[src/rtl/serial_add_seq_if.sv]
// Operand/result handshake and full-adder cell connections for serial_add_seq.
// The slave modport is the sequencer; master is the operand source plus adder cell.
interface serial_add_seq_if #(
   parameter int WIDTH = 8
);
   logic             start;
   logic             abort;
   logic [WIDTH-1:0] a_in;
   logic [WIDTH-1:0] b_in;
   logic             busy;
   logic             done;
   logic [WIDTH-1:0] sum_out;
   logic             carry_out;
   logic             fa_a;
   logic             fa_b;
   logic             fa_cin;
   logic             fa_sum;
   logic             fa_cout;

   modport slave (
      input  start, abort, a_in, b_in, fa_sum, fa_cout,
      output busy, done, sum_out, carry_out, fa_a, fa_b, fa_cin
   );

   modport master (
      output start, abort, a_in, b_in, fa_sum, fa_cout,
      input  busy, done, sum_out, carry_out, fa_a, fa_b, fa_cin
   );
endinterface

[src/rtl/serial_add_seq.sv]
// Bit-serial addition sequencer: feeds operands LSB-first to an external full adder,
// carries between bit-times and reports {carry, sum} with a one-cycle done pulse.
module serial_add_seq #(
   parameter int WIDTH = 8
) (
   input  logic               clock,
   input  logic               clear_n,
   serial_add_seq_if.slave    bus
);

   localparam int CW = (WIDTH > 1) ? $clog2(WIDTH) : 1;
   localparam logic [CW-1:0] LAST_CNT = CW'(WIDTH - 1);

   typedef enum logic [1:0] {
      ST_IDLE  = 2'd0,
      ST_SHIFT = 2'd1,
      ST_DONE  = 2'd2
   } state_t;

   state_t           state_r;
   state_t           state_s;
   logic [WIDTH-1:0] a_r;
   logic [WIDTH-1:0] b_r;
   logic [WIDTH-1:0] psum_r;
   logic             carry_r;
   logic [CW-1:0]    cnt_r;
   logic [WIDTH-1:0] sum_out_r;
   logic             carry_out_r;
   logic             busy_s;
   logic             done_s;
   logic             fa_a_s;
   logic             fa_b_s;
   logic             fa_cin_s;

   // State register
   always_ff @(posedge clock or negedge clear_n) begin
      if (!clear_n) begin
         state_r <= ST_IDLE;
      end else begin
         state_r <= state_s;
      end
   end

   // Next-state and output decode; outputs depend on registered state only
   always_comb begin
      state_s  = state_r;
      busy_s   = 1'b0;
      done_s   = 1'b0;
      fa_a_s   = 1'b0;
      fa_b_s   = 1'b0;
      fa_cin_s = 1'b0;
      case (state_r)
         ST_IDLE: begin
            if (bus.start) begin
               state_s = ST_SHIFT;
            end else begin
               state_s = ST_IDLE;
            end
         end
         ST_SHIFT: begin
            busy_s   = 1'b1;
            fa_a_s   = a_r[0];
            fa_b_s   = b_r[0];
            fa_cin_s = carry_r;
            if (bus.abort) begin
               state_s = ST_IDLE;
            end else if (cnt_r == LAST_CNT) begin
               state_s = ST_DONE;
            end else begin
               state_s = ST_SHIFT;
            end
         end
         ST_DONE: begin
            busy_s  = 1'b1;
            done_s  = 1'b1;
            state_s = ST_IDLE;
         end
         default: begin
            state_s = ST_IDLE;
         end
      endcase
   end

   // Operand shift registers, carry, bit counter and result registers
   always_ff @(posedge clock or negedge clear_n) begin
      if (!clear_n) begin
         a_r         <= '0;
         b_r         <= '0;
         psum_r      <= '0;
         carry_r     <= 1'b0;
         cnt_r       <= '0;
         sum_out_r   <= '0;
         carry_out_r <= 1'b0;
      end else begin
         case (state_r)
            ST_IDLE: begin
               if (bus.start) begin
                  a_r     <= bus.a_in;
                  b_r     <= bus.b_in;
                  psum_r  <= '0;
                  carry_r <= 1'b0;
                  cnt_r   <= '0;
               end
            end
            ST_SHIFT: begin
               // An abort leaves the result registers untouched
               if (!bus.abort) begin
                  a_r     <= a_r >> 1;
                  b_r     <= b_r >> 1;
                  psum_r  <= {bus.fa_sum, psum_r[WIDTH-1:1]};
                  carry_r <= bus.fa_cout;
                  cnt_r   <= cnt_r + 1'b1;
                  if (cnt_r == LAST_CNT) begin
                     sum_out_r   <= {bus.fa_sum, psum_r[WIDTH-1:1]};
                     carry_out_r <= bus.fa_cout;
                  end
               end
            end
            default: begin
               cnt_r <= cnt_r;
            end
         endcase
      end
   end

   assign bus.busy      = busy_s;
   assign bus.done      = done_s;
   assign bus.sum_out   = sum_out_r;
   assign bus.carry_out = carry_out_r;
   assign bus.fa_a      = fa_a_s;
   assign bus.fa_b      = fa_b_s;
   assign bus.fa_cin    = fa_cin_s;

endmodule

[src/flat_wrapper.sv]
// flat-port wrapper written by rule: the top's interface ports become plain ports
module serial_add_seq_flat 
#(
   parameter int WIDTH = 8
)
  (clock, clear_n, bus_start, bus_abort, bus_a_in, bus_b_in, bus_fa_sum, bus_fa_cout, bus_busy, bus_done, bus_sum_out, bus_carry_out, bus_fa_a, bus_fa_b, bus_fa_cin);
  serial_add_seq_if #(.WIDTH(WIDTH)) bus_i ();
  input  logic clock;
  input  logic clear_n;
  input wire logic [$bits(bus_i.start)-1:0] bus_start;
  input wire logic [$bits(bus_i.abort)-1:0] bus_abort;
  input wire logic [$bits(bus_i.a_in)-1:0] bus_a_in;
  input wire logic [$bits(bus_i.b_in)-1:0] bus_b_in;
  input wire logic [$bits(bus_i.fa_sum)-1:0] bus_fa_sum;
  input wire logic [$bits(bus_i.fa_cout)-1:0] bus_fa_cout;
  output wire logic [$bits(bus_i.busy)-1:0] bus_busy;
  output wire logic [$bits(bus_i.done)-1:0] bus_done;
  output wire logic [$bits(bus_i.sum_out)-1:0] bus_sum_out;
  output wire logic [$bits(bus_i.carry_out)-1:0] bus_carry_out;
  output wire logic [$bits(bus_i.fa_a)-1:0] bus_fa_a;
  output wire logic [$bits(bus_i.fa_b)-1:0] bus_fa_b;
  output wire logic [$bits(bus_i.fa_cin)-1:0] bus_fa_cin;
  assign bus_i.start = bus_start;
  assign bus_i.abort = bus_abort;
  assign bus_i.a_in = bus_a_in;
  assign bus_i.b_in = bus_b_in;
  assign bus_i.fa_sum = bus_fa_sum;
  assign bus_i.fa_cout = bus_fa_cout;
  assign bus_busy = bus_i.busy;
  assign bus_done = bus_i.done;
  assign bus_sum_out = bus_i.sum_out;
  assign bus_carry_out = bus_i.carry_out;
  assign bus_fa_a = bus_i.fa_a;
  assign bus_fa_b = bus_i.fa_b;
  assign bus_fa_cin = bus_i.fa_cin;
  serial_add_seq #(.WIDTH(WIDTH)) u_core (.clock(clock), .clear_n(clear_n), .bus(bus_i));
endmodule
[config.mk]
export PLATFORM = sky130hd
export DESIGN_NAME = serial_add_seq_flat
export DESIGN_NICKNAME = d
export VERILOG_FILES = /design/src/rtl/serial_add_seq_if.sv /design/src/rtl/serial_add_seq.sv /design/src/flat_wrapper.sv
export SDC_FILE = /design/constraint.sdc
export NUM_CORES = 1
export LEC_CHECK = 0
export CAP_MARGIN = 20
export CORE_MARGIN = 4
export CORE_UTILIZATION = 50
export DETAILED_ROUTE_END_ITERATION = 10
export PLACE_DENSITY = 0.75
export SETUP_SLACK_MARGIN = 0.05
export SYNTH_ARGS = -nofsm -noshare
export SYNTH_HDL_FRONTEND = slang
export SYNTH_SLANG_ARGS = --single-unit
[constraint.sdc]
create_clock -name clock -period 2.05 [get_ports clock]
set_clock_uncertainty 0.1 [all_clocks]
set_input_delay 0.3075 -clock clock [delete_from_list [all_inputs] [get_ports clock]]
set_output_delay 0.3075 -clock clock [all_outputs]
set_load 0.005 [all_outputs]
==> summary.txt, run 1 <==
Status = finished clean
Gr usage total = 17.9%
Antenna-violating nets left = 0
Clock Root Buffer = clkbuf_4
Share of layout cells above drive strength 1 = 26.9%
Yosys top cell by area = dfrtp_1
Worst path arrival time = 2.10 ns
Mapped Cells = 145
CP required = 2.17 ns
Yosys reg bits = 38
Area fraction of the dominant cell type after synthesis = 53.6%
WL final = 3.70 mm
Die Area = 0.00457 mm²
Initial core utilization = 52.4%
FMAX = 0.504 GHz
Worst hold path depth = 1
Synth top area cells = dfrtp_1 54%, mux2_2 15%, mux2i_1 5.6%
Die W = 67.6 µm
Wire length per cell = 15.0 µm
DRT Pass-1 Iters = 4
Final Instance Area = 0.00239 mm²
DP Wirelength = 2.43 mm
Tightest Hold Check Type = reg2reg
Clock network latency to the later pin of the worst-skew pair = 0.34 ns
FF+latch area = 951 µm²
Max VDD drop = 560 µV
GPL Wtd Cong = 0.766
Final setup violation count = 0
Num CTS Buffers = 5
Standard-cell rows = 21
Max FO, Critical Path = 7
Initial antenna violation count = 0
Static Leak = 1.10 nW
Vias after detailed routing = 1205
Largest net degree at the start of global routing = 39
Min cycle time layout = 1.98 ns
Cell variety after synth = 19
Drt drc = 0
Antenna Cells = 0
CP Class = reg2reg
Dpl cell area = 0.00221 mm²
Clock-pin slew on the worst setup and hold paths = 0.11 ns
DRT iter0 DRCs = 51
Ys Warns = 0
Multi-input combinational cell area = 739 µm²
Final core occ = 70.7%
Worst Tran Pin Value = 0.472 ns
Vias in the first global route = 1288
CP startpoint kind = flop
Io pins = 36
Slew Viols, Final = 0
Die H = 67.6 µm
Power per Cell Area = 932 mW/mm²
Global route overflow = 0
First-pass GRT wire length = 5.89 mm
Power, Total = 0.00223 W
Unrepaired setup endpoints after global routing = yes
Post-synthesis area per instance = 12.2 µm²
Htree depth = 2
Core ar. = 0.00339 mm²
Fillers = 266
Max_slew headroom = 68.5%
Post-route setup TNS = 0 ns
CTS tree = built
Mean number of vias per cell = 4.88
Clk sinks = 38
PortBufs = 35
Worst Setup End Kind = flop
Seq/Total Area, Yosys = 53.6%
Synthesized cell area = 0.00178 mm²
Maxcap violations = 0
NumNets Final = 228
Final Cycle Share = 96.8%
Endpoints failing hold = 0
Synth Net Count = 172
FF-to-FF path depth = 8
Layout area overhead = 34.9%
Clock tree buffer depth = 2
[cell usage after synthesis]
library cell  instances
inv_1                15
nand3b_1              1
and2_1                3
nand2b_1              1
nor2b_1               1
buf_2                 3
clkbuf_1              2
ha_1                  5
mux2i_1              10
mux2_1                8
nand2b_4              1
nand2_1              18
mux2_2               23
a21oi_4               1
dfrtp_1              38
buf_6                 2
nand4b_1              2
o21ai_0              10
and2b_1               1
[worst paths after layout]
kind / startpoint / end / slack (ns)
min in group asynchronous: clear_n / u_core.bus.sum_out[0] / 0.42
max in group asynchronous: clear_n / u_core.a_r[1] / 1.08
max reg2reg: u_core.state_r[1] / u_core.a_r[6] / 0.07
min: u_core.a_r[4] / u_core.a_r[4] / 0.39
max: u_core.state_r[1] / u_core.a_r[6] / 0.07
min reg2reg: u_core.a_r[4] / u_core.a_r[4] / 0.39
[final cells by class]
type	count	area share, %
Sequential cell	38	39.7
Multi-Input combinational cell	85	30.9
Timing Repair Buffer	56	22.8
Tap cell	46	2.40
Inverter	15	2.35
Clock buffer	7	1.88
[worst max-delay path: stages (launching register included)]
cell	delay (ns)
dfrtp_1	0.38
inv_2	0.06
ha_4	0.17
buf_6	0.11
buf_4	0.13
nand2b_4	0.14
a21oi_4	0.24
clkbuf_16	0.20
mux2_1	0.32
[flip-flops by register name, indices dropped and copies added, names as in the netlist]
register,flops
u_core.a_r,8
u_core.carry_r,1
u_core.bus.carry_out,1
u_core.bus.sum_out,8
u_core.psum_r,7
u_core.b_r,8
u_core.cnt_r,3
u_core.state_r,2
[per-layer routing]
layer	global-route usage [%]	vias up	wire (µm)
met5	0	-	0
met1	21.1	573	1540
met4	9.11	0	59
met3	5.32	8	230
met2	29.4	29	1860
li1	-	595	-
[repair_timing]
item	4_1_cts	5_1_grt
gates cloned	0	1
gates resized for setup	6	5
buffers inserted	4	6
hold buffers	1	0
endpoints found under the hold margin	38	0
endpoints found under the setup margin	11	19
[cell usage in the layout, fill, tap and decap left out, types with 2 or more instances in the layout]
cell type and instances:
and2_1 3, buf_4 15, buf_6 3, clkbuf_1 2, clkbuf_4 5, clkdlybuf4s50_1 30, dfrtp_1 38, dlygate4sd2_1 3
ha_1 4, inv_1 14, mux2_1 7, mux2_2 23, mux2i_1 10, nand2_1 18, nand4b_1 2, o21ai_0 10
[power by group]
part / leakage [nW] / internal, W / switching, W
sequential: 0.492 / 0.000966 / 0.000111
clock: 0.0254 / 0.000129 / 0.000226
combinational: 0.587 / 0.000499 / 0.000302
total: 1.10 / 0.00159 / 0.000639
[cell families (layout without fill, tap and decap cells)]
kind of cell	Yosys count	in the layout	synth area share, %
DFF	38	38	53.6
buffers and inverters	22	78	5.71
AOI/OAI and AO/OA	11	11	3.74
adders and majority gates	5	5	3.52
and+or+nand+nor	28	28	8.18
muxes	41	41	25.3
[per-stage QoR]
step / worst slack, ns / std cells / hold WS, ns
floorplan: 0.240 / 145 / -0.0881
global placement: 0.130 / 228 / 0.281
detailed placement: 0.0569 / 228 / 0.285
CTS: 0.0260 / 240 / 0.394
global route: 0.0191 / 247 / 0.420
finish: 0.0659 / 247 / 0.392
Note: power is estimated with default switching activity, not from simulation.
==> inputs of run 2 (changes only) <==
--- a/config.mk
+++ b/config.mk
@@ -10,7 +10,6 @@
 export CORE_UTILIZATION = 50
 export DETAILED_ROUTE_END_ITERATION = 10
 export PLACE_DENSITY = 0.75
-export SETUP_SLACK_MARGIN = 0.05
 export SYNTH_ARGS = -nofsm -noshare
 export SYNTH_HDL_FRONTEND = slang
 export SYNTH_SLANG_ARGS = --single-unit
==> run 2 against run 1 <==
Via count fell by 2.2%. Critical path depth unchanged. Register-to-register slack hardly changed. Critical endpoint is now u_core.b_r[4].
==> summary.txt, run 2 (same netlist as run 1, synthesis figures left out) <==
Dpl cell area = 0.00221 mm² (unchanged)
Combinational fraction of design power = 33.5% (was 35.9%)
Leading cell type in the layout, fill and taps excluded = dfrtp_1 (unchanged)
DP Wirelength = 2.43 mm (unchanged)
Clock tree buffer depth = 2 (unchanged)
Clock Power Share = 16.6% (was 15.9%)
Clock-pin slew on the worst setup and hold paths = 0.11 ns (about the same)
Antenna-violating nets left = 0 (unchanged)
Placed insts = 228 (unchanged)
CP startpoint kind = flop (unchanged)
Antenna Cells = 0 (unchanged)
Tightest Hold Check Type = reg2reg (unchanged)
CP Class = reg2reg (unchanged)
Die W = 67.6 µm (unchanged)
Core ar. = 0.00339 mm² (unchanged)
Die H = 67.6 µm (unchanged)
Max FO, Critical Path = 16 (was 7)
Global route overflow = 0 (unchanged)
Standard-cell rows = 21 (unchanged)
Fin Hold WS = 0.393 ns (was 0.392 ns)
Fin cells = 240 (was 247)
Clk sinks = 38 (unchanged)
Max VDD drop = 559 µV (was 560 µV)
Htree depth = 2 (unchanged)
Fillers = 274 (was 266)
Post-route setup TNS = 0 ns (unchanged)
Largest net degree at the start of global routing = 39 (unchanged)
Io pins = 36 (unchanged)
Switching share of power = 28.7% (was 28.6%)
Unrepaired setup endpoints after global routing = no (was yes)
Share of layout cells above drive strength 1 = 23.7% (was 26.9%)
Final Cycle Share = 96.3% (was 96.8%)
GPL Wtd Cong = 0.766 (unchanged)
Power, Total = 0.00216 W (was 0.00223 W)
Endpoints failing hold = 0 (unchanged)
Power per Cell Area = 927 mW/mm² (was 932 mW/mm²)
Switching power = 0.000619 W (was 0.000639 W)
Maxcap violations = 0 (unchanged)
Most frequent cells in the layout = 38 x dfrtp_1, 30 x clkdlybuf4s50_1, 23 x mux2_2, 18 x nand2_1, 14 x inv_1 (was 38 x dfrtp_1, 30 x clkdlybuf4s50_1, 23 x mux2_2, 18 x nand2_1, 15 x buf_4)
Internal power = 0.00154 W (was 0.00159 W)
Drt drc = 0 (unchanged)
NumNets Final = 221 (was 228)
Vias in the first global route = 1274 (was 1288)
Final Instance Area = 0.00232 mm² (was 0.00239 mm²)
Num CTS Buffers = 5 (unchanged)
Vias after detailed routing = 1179 (was 1205)
CP required = 2.18 ns (was 2.17 ns)
Slew Viols, Final = 0 (unchanged)
Gr usage total = 17.7% (was 17.9%)
PortBufs = 35 (unchanged)
Worst R2R Setup Slack = 0.08 ns (was 0.07 ns)
Initial core utilization = 52.4% (unchanged)
Final setup violation count = 0 (unchanged)
Wire length per cell = 14.6 µm (was 15.0 µm)
Die Area = 0.00457 mm² (unchanged)
Layout area overhead = 30.9% (was 34.9%)
Status = finished clean (unchanged)
First-pass GRT wire length = 5.82 mm (was 5.89 mm)
FMAX = 0.506 GHz (was 0.504 GHz)
Power share of the sequential group = 49.9% (was 48.2%)
Initial antenna violation count = 0 (unchanged)
Mean number of vias per cell = 4.91 (was 4.88)
Worst Setup End Kind = flop (unchanged)
Static Leak = 1.09 nW (was 1.10 nW)
Clock Root Buffer = clkbuf_4 (unchanged)
WL final = 3.50 mm (was 3.70 mm)
Worst Tran Pin Value = 0.473 ns (was 0.472 ns)
CTS tree = built (unchanged)
Worst path arrival time = 2.10 ns (about the same)
DRT iter0 DRCs = 47 (was 51)
Max_slew headroom = 68.5% (about the same)
DRT Pass-1 Iters = 4 (unchanged)
Clock network latency to the later pin of the worst-skew pair = 0.34 ns (about the same)
Min cycle time layout = 1.97 ns (was 1.98 ns)
[run 2: cell types whose count changed in the layout (fill, tap and decap cells not counted), sizes merged]
cell / previous run / this run
clkbuf: 8 / 7
dlygate4sd2: 3 / 0
buf: 20 / 14
dlymetal6s2s: 1 / 4
[run 2: metal layers]
layer / global-route usage, % / wire length (µm) / vias to the layer above
li1: - / - / 580
met1: 21.0 / 1450 / 562
met2: 28.8 / 1760 / 32
met3: 5.32 / 228 / 5
met4: 9.11 / 57 / 0
met5: 0 / 0 / -
[run 2: worst max-delay path, stage by stage, from the launching register on]
cell and delay [ns]:
dfrtp_1 0.38, inv_2 0.06, ha_4 0.17, buf_4 0.15
buf_4 0.14, nand2b_4 0.14, a21oi_4 0.20, buf_12 0.17
mux2_2 0.34
[run 2: through the flow]
stage,util (%),setup WS [ns]
final,68.6,0.0755
after global routing,68.6,0.00342
after CTS,67.7,0.00361
after detailed placement,65.3,0.0569
after global placement,65.3,0.130
after floorplan,-,0.240
[run 2: power by group through the flow]
stage          Combinational [W]  Clock (W)  Sequential, W
2_1_floorplan           0.000481          0        0.00105
3_3_place_gp            0.000675          0        0.00107
3_5_place_dp            0.000708          0        0.00109
4_1_cts                 0.000732   0.000366        0.00108
5_1_grt                 0.000799   0.000406        0.00110
6_report                0.000723   0.000357        0.00108
[run 2: area by class of cell]
cell class / instances / area (µm²) / area share (%)
Inverter: 15 / 56.3 / 2.42
Timing Repair Buffer: 49 / 479 / 20.6
Sequential cell: 38 / 951 / 40.9
Tap cell: 46 / 57.6 / 2.48
Clock buffer: 7 / 45.0 / 1.94
Multi-Input combinational cell: 85 / 736 / 31.6
[run 2: worst paths after layout]
kind | cells past startpoint | end | start
min in group asynchronous | 3 | u_core.bus.sum_out[0] | clear_n
worst max-delay path | 8 | u_core.b_r[4] | u_core.state_r[1]
max in group asynchronous | 3 | u_core.psum_r[7] | clear_n
worst max register to register | 8 | u_core.b_r[4] | u_core.state_r[1]
worst min register to register | 1 | u_core.a_r[4] | u_core.a_r[4]
worst min-delay path | 1 | u_core.a_r[4] | u_core.a_r[4]
[run 2: what timing repair did]
item	in CTS	in global routing
resized for setup	3	5
endpoints found under the setup margin	3	8
endpoints found under the hold margin	38	0
hold buffers	1	0
buffers inserted	2	2
==> inputs of run 3 (changes only) <==
--- a/config.mk
+++ b/config.mk
@@ -7,9 +7,9 @@
 export LEC_CHECK = 0
 export CAP_MARGIN = 20
 export CORE_MARGIN = 4
-export CORE_UTILIZATION = 50
+export CORE_UTILIZATION = 30
 export DETAILED_ROUTE_END_ITERATION = 10
-export PLACE_DENSITY = 0.75
+export PLACE_DENSITY = 0.48
 export SYNTH_ARGS = -nofsm -noshare
 export SYNTH_HDL_FRONTEND = slang
 export SYNTH_SLANG_ARGS = --single-unit
==> run 3 against run 2 <==
Wire length increased by 2.5%. Utilization decreased by 25 points. Total power increased by 12%. Maximum frequency increased by 3.5%. Flip-flop and latch count unchanged. Setup slack improved by 0.067 ns. Clock power increased by 73%. Non-clock buffer count decreased by 1. First-iteration DRC count decreased by 60%. Clock-buffer cell count unchanged. Via count decreased by 0.42%.
==> summary.txt, run 3 (same netlist as run 1, synthesis figures left out) <==
Max_slew headroom = 84.8% (was 68.5%)
Worst Setup End Kind = flop (unchanged)
Most frequent cells in the layout = 38 x dfrtp_1, 30 x clkdlybuf4s50_1, 23 x mux2_2, 18 x nand2_1, 14 x inv_1 (unchanged)
WL final = 3.59 mm (was 3.50 mm)
Die H = 84.9 µm (was 67.6 µm)
Clk sinks = 38 (unchanged)
Vias in the first global route = 1297 (was 1274)
Unrepaired setup endpoints after global routing = no (unchanged)
Status = finished clean (unchanged)
Power, Total = 0.00242 W (was 0.00216 W)
Met2 routed WL = 1.82 mm (was 1.76 mm)
Worst hold path depth = 2 (was 1)
Core ar. = 0.00561 mm² (was 0.00339 mm²)
Clock-pin slew on the worst setup and hold paths = 0.07 ns (was 0.11 ns)
Tightest Hold Check Type = reg2reg (unchanged)
Wire length per cell = 13.5 µm (was 14.6 µm)
Worst path arrival time = 1.98 ns (was 2.10 ns)
FF+latch area = 951 µm² (unchanged)
Fillers = 555 (was 274)
DR top layer = met4 (unchanged)
Clock tree buffer depth = 2 (unchanged)
Share of layout cells above drive strength 1 = 23.7% (unchanged)
DP Wirelength = 2.36 mm (was 2.43 mm)
Gr usage total = 10.8% (was 17.7%)
Fin cells = 266 (was 240)
Mean number of vias per cell = 4.41 (was 4.91)
Drt drc = 0 (unchanged)
Global route overflow = 0 (unchanged)
Slew Viols, Final = 0 (unchanged)
Worst Tran Pin Value = 0.229 ns (was 0.473 ns)
CTS tree = built (unchanged)
Most frequent CP cell = buf_12 (was buf_4)
Maxcap violations = 0 (unchanged)
Vias after detailed routing = 1174 (was 1179)
Standard-cell rows = 27 (was 21)
Critical Path Max Stage Delay = 0.41 ns (was 0.38 ns)
Leading cell type in the layout, fill and taps excluded = dfrtp_1 (unchanged)
Io pins = 36 (unchanged)
Antenna Cells = 0 (unchanged)
Final Cycle Share = 93.1% (was 96.3%)
First-pass GRT wire length = 6.18 mm (was 5.82 mm)
NumNets Final = 220 (was 221)
Clock Root Buffer = clkbuf_8 (was clkbuf_4)
Met3 WL = 177 µm (was 228 µm)
FF-to-FF path depth = 7 (was 8)
Stages on worst setup path = 7 (was 8)
Fin Hold WS = 0.385 ns (was 0.393 ns)
Worst Path Buf+Inv = 3 (was 4)
Antenna-violating nets left = 0 (unchanged)
Post-route setup TNS = 0 ns (unchanged)
CP Cell Sequence = ha_4 > buf_12 > buf_4 > nand2b_4 > a21oi_4 > buf_12 > mux2_2 (was inv_2 > ha_4 > buf_4 > buf_4 > nand2b_4 > a21oi_4 > buf_12 > mux2_2)
CP required = 2.12 ns (was 2.18 ns)
CP startpoint kind = flop (unchanged)
Initial core utilization = 31.7% (was 52.4%)
Slowest stage cell, crit path = dfrtp_1 (unchanged)
PortBufs = 35 (unchanged)
Max FO, Critical Path = 17 (was 16)
Static Leak = 1.10 nW (was 1.09 nW)
Metal-1 WL = 1.58 mm (was 1.45 mm)
Min cycle time layout = 1.91 ns (was 1.97 ns)
Top delay family on crit path = buffers and inverters (unchanged)
CP Class = reg2reg (unchanged)
Multi-input combinational cell area = 736 µm² (unchanged)
DRT iter0 DRCs = 19 (was 47)
DRT Pass-1 Iters = 4 (unchanged)
Initial antenna violation count = 0 (unchanged)
GPL Wtd Cong = 0.691 (was 0.766)
Power per Cell Area = 990 mW/mm² (was 927 mW/mm²)
Largest net degree at the start of global routing = 39 (unchanged)
Placed insts = 252 (was 228)
Die W = 84.9 µm (was 67.6 µm)
Max VDD drop = 437 µV (was 559 µV)
Num CTS Buffers = 5 (unchanged)
FMAX = 0.524 GHz (was 0.506 GHz)
Layout area overhead = 37.8% (was 30.9%)
Htree depth = 2 (unchanged)
Final setup violation count = 0 (unchanged)
Die Area = 0.00721 mm² (was 0.00457 mm²)
Endpoints failing hold = 0 (unchanged)
Clock network latency to the later pin of the worst-skew pair = 0.29 ns (was 0.34 ns)
## run 3: final timing paths
check	startpoint	endpoint	slack [ns]
min reg2reg	u_core.bus.sum_out[0]	u_core.bus.sum_out[0]	0.39
max in group asynchronous	clear_n	u_core.state_r[0]	1.25
min in group asynchronous	clear_n	u_core.a_r[4]	0.42
max reg2reg	u_core.state_r[0]	u_core.b_r[4]	0.14
max	u_core.state_r[0]	u_core.b_r[4]	0.14
min	u_core.bus.sum_out[0]	u_core.bus.sum_out[0]	0.39
## run 3: power by group
group	switching (W)	internal, W	leakage, nW	total (W)
registers	0.000105	0.000967	0.492	0.00107
clock network	0.000253	0.000364	0.0524	0.000617
logic	0.000278	0.000453	0.555	0.000731
total	0.000636	0.00178	1.10	0.00242
## run 3: routing by layer
metal | vias up | track usage, %
met5 | - | 0
met4 | 0 | 2.59
met3 | 2 | 4.66
met2 | 24 | 18.0
met1 | 571 | 12.9
li1 | 577 | -
## run 3: layout make-up
class                           instances  share of cell area, %
Clock buffer                            7                   3.12
Clock inverter                          1                   1.23
Inverter                               15                   2.30
Multi-Input combinational cell         85                   30.1
Sequential cell                        38                   38.9
Tap cell                               72                   3.68
Timing Repair Buffer                   48                   20.7
## run 3: repair_timing
action | 4_1_cts | 5_1_grt
endpoints found under the setup margin | 3 | 1
hold buffers | 1 | 0
hold endpoints to repair | 38 | 0
gates resized for setup | 6 | 1
gates cloned | 1 | 0
setup buffers | 4 | 0
pin swaps | 0 | 0
## run 3: stage by stage
step | worst slack, ns | instance area [µm²] | util, %
finish | 0.142 | 2450 | 43.6
global route | 0.0468 | 2450 | 43.6
CTS | 0.0427 | 2440 | 43.6
detailed placement | 0.141 | 2260 | 40.2
global placement | 0.156 | 2260 | 40.2
floorplan | 0.240 | 1780 | -
## run 3: worst reg2reg max path: cells and delay by family, from the launching register on
| kind | cells | cell delay, ns |
|---|---|---|
| AOI/OAI and AO/OA | 1 | 0.18 |
| adders and majority gates | 1 | 0.19 |
| buffers and inverters | 3 | 0.43 |
| DFF | 1 | 0.41 |
| muxes | 1 | 0.34 |
| and+or+nand+nor | 1 | 0.14 |
==> variant 1, RTL diff (config.mk and constraints of run 3) <==
`WIDTH` is set to 8 in 3 places; all go to 16.
--- a/src/rtl/serial_add_seq_if.sv
+++ b/src/rtl/serial_add_seq_if.sv
@@ -1,7 +1,7 @@
 // Operand/result handshake and full-adder cell connections for serial_add_seq.
 // The slave modport is the sequencer; master is the operand source plus adder cell.
 interface serial_add_seq_if #(
-   parameter int WIDTH = 8
+   parameter int WIDTH = 16
 );
    logic             start;
    logic             abort;
--- a/src/rtl/serial_add_seq.sv
+++ b/src/rtl/serial_add_seq.sv
@@ -1,7 +1,7 @@
 // Bit-serial addition sequencer: feeds operands LSB-first to an external full adder,
 // carries between bit-times and reports {carry, sum} with a one-cycle done pulse.
 module serial_add_seq #(
-   parameter int WIDTH = 8
+   parameter int WIDTH = 16
 ) (
    input  logic               clock,
    input  logic               clear_n,
--- a/src/flat_wrapper.sv
+++ b/src/flat_wrapper.sv
@@ -1,7 +1,7 @@
 // flat-port wrapper written by rule: the top's interface ports become plain ports
 module serial_add_seq_flat 
 #(
-   parameter int WIDTH = 8
+   parameter int WIDTH = 16
 )
   (clock, clear_n, bus_start, bus_abort, bus_a_in, bus_b_in, bus_fa_sum, bus_fa_cout, bus_busy, bus_done, bus_sum_out, bus_carry_out, bus_fa_a, bus_fa_b, bus_fa_cin);
   serial_add_seq_if #(.WIDTH(WIDTH)) bus_i ();
Ports: changed (resized bus_a_in, bus_b_in and bus_sum_out); port bits go from 36 to 60. No check against the original RTL was run, so the function may have changed too.
==> variant 1 against run 3 <==
  * Wire length rose by 78%
  * Sequential cell count is 33 higher
  * Area after synthesis up 81%
  * Largest cell class unchanged
  * Global-route usage increased by 0.29 points
  * Setup slack got worse by 0.013 ns
  * Final area up 75%
  * Utilization decreased by 2.4 points
  * Critical endpoint is now u_core.a_r[3]
  * Total power grew 69%
  * Cell count rose by 60%
==> variant 1: results (changes against run 3) <==
Synth Flop Type: dfrtp_1
length of routed met2 wiring: 2.94 mm (+62%)
Async SR Flop Fraction: 100% (unchanged)
post-synthesis mux area share: 29.0% (+3.7 points)
# resized after CTS: 6 (unchanged)
Comb power: 1.01 mW (+38%)
r2r worst-path depth: 6 (-1)
R2R Path Start: u_core.state_r[0]
number of buffers created by CTS: 9 (+4)
Via density: 4.50 (+1.9%)
global placer's final weighted congestion: 0.678 (-2.0%)
Max IR drop VDD: 0.000381 V (-13%)
PortBufs: 59 (+69%)
Startpoint Class: flop
gr usage total: 11.1% (+0.29 points)
dpl ws: 0.0428 ns (-0.0978 ns)
share of cells above drive strength 1: 40.7% (+17 points)
post-synthesis adder-cell area fraction: 1.55% (-2.0 points)
postcts setup bufs: 1 (-3)
# H-tree levels: 3 (+1)
layout net count: 328 (+49%)
synth top area cells: dfrtp_1, mux2_2, a22o_1, mux2_4, buf_6
Warnings, synthesis: 0 (unchanged)
clk_lat worst skew: 0.34 ns (+0.05 ns)
crit path to: u_core.a_r[3]
Syn Nets: 254 (+48%)
met1 wire length: 3.09 mm (+96%)
P_seq: 1.93 mW (+80%)
Leak Pwr: 1.87 nW (+70%)
global routing usage on met3: 4.02% (-0.64 points)
largest net degree at the start of global routing: 49 (+26%)
Unique masters post-synth: 26 (+7)
CP Data Arrival Time: 2.05 ns (+0.07 ns)
met2 Track Usage GR: 16.5% (-1.5 points)
worst slew pin tran: 0.328 ns (+0.0998 ns)
Detailed Route Iter0 Violations: 24 (+5)
met1 Track Usage GR: 15.2% (+2.3 points)
detailed placement HPWL: 4.25 mm (+80%)
final setup margin: 0.129 ns (-0.0129 ns)
vias in the first global route: 2098 (+62%)
Cell Int Power: 3.04 mW (+70%)
run status: finished, final reports clean
drt first pass iters: 4 (unchanged)
fillers: 1016 (+83%)
Cells after Synth: 212 (+46%)
WL met3: 305 um (+72%)
area fraction in compound gates after synthesis: 6.53% (+2.8 points)
first-pass GRT wire length: 11.1 mm (+79%)
Psw: 1.04 mW (+63%)
Crit Path Max Fanout: 24 (+7)
register area share after synthesis: 55.2% (+1.6 points)
total wire length: 6.40 mm (+78%)
Area after DPL: 0.00405 sq mm (+79%)
most frequent cells after synthesis: dfrtp_1, mux2_2, a22o_1
HP Class: in2async
[variant 1: per-stage QoR]
| stage | utilization [%] | cells | hold slack, ns |
|---|---|---|---|
| after floorplan | - | 212 | -0.0881 |
| after global routing | 41.2 | 426 | 0.333 |
| after detailed placement | 39.0 | 409 | 0.135 |
| after global placement | 39.0 | 409 | 0.140 |
| final | 41.2 | 426 | 0.319 |
| after CTS | 41.2 | 426 | 0.309 |
[variant 1: area by class of cell]
class / count / share of cell area (%)
Multi-Input combinational cell: 125 / 31.0
Clock buffer: 12 / 3.63
Inverter: 3 / 0.263
Sequential cell: 71 / 41.6
Clock inverter: 3 / 0.995
Timing Repair Buffer: 76 / 18.5
Tap cell: 136 / 3.98
[variant 1: critical path, cell delays in order, from the launching register on]
cell	delay [ns]
dfrtp_1	0.42
inv_2	0.06
ha_1	0.26
and2b_2	0.26
a21oi_4	0.15
buf_12	0.20
mux2_2	0.35
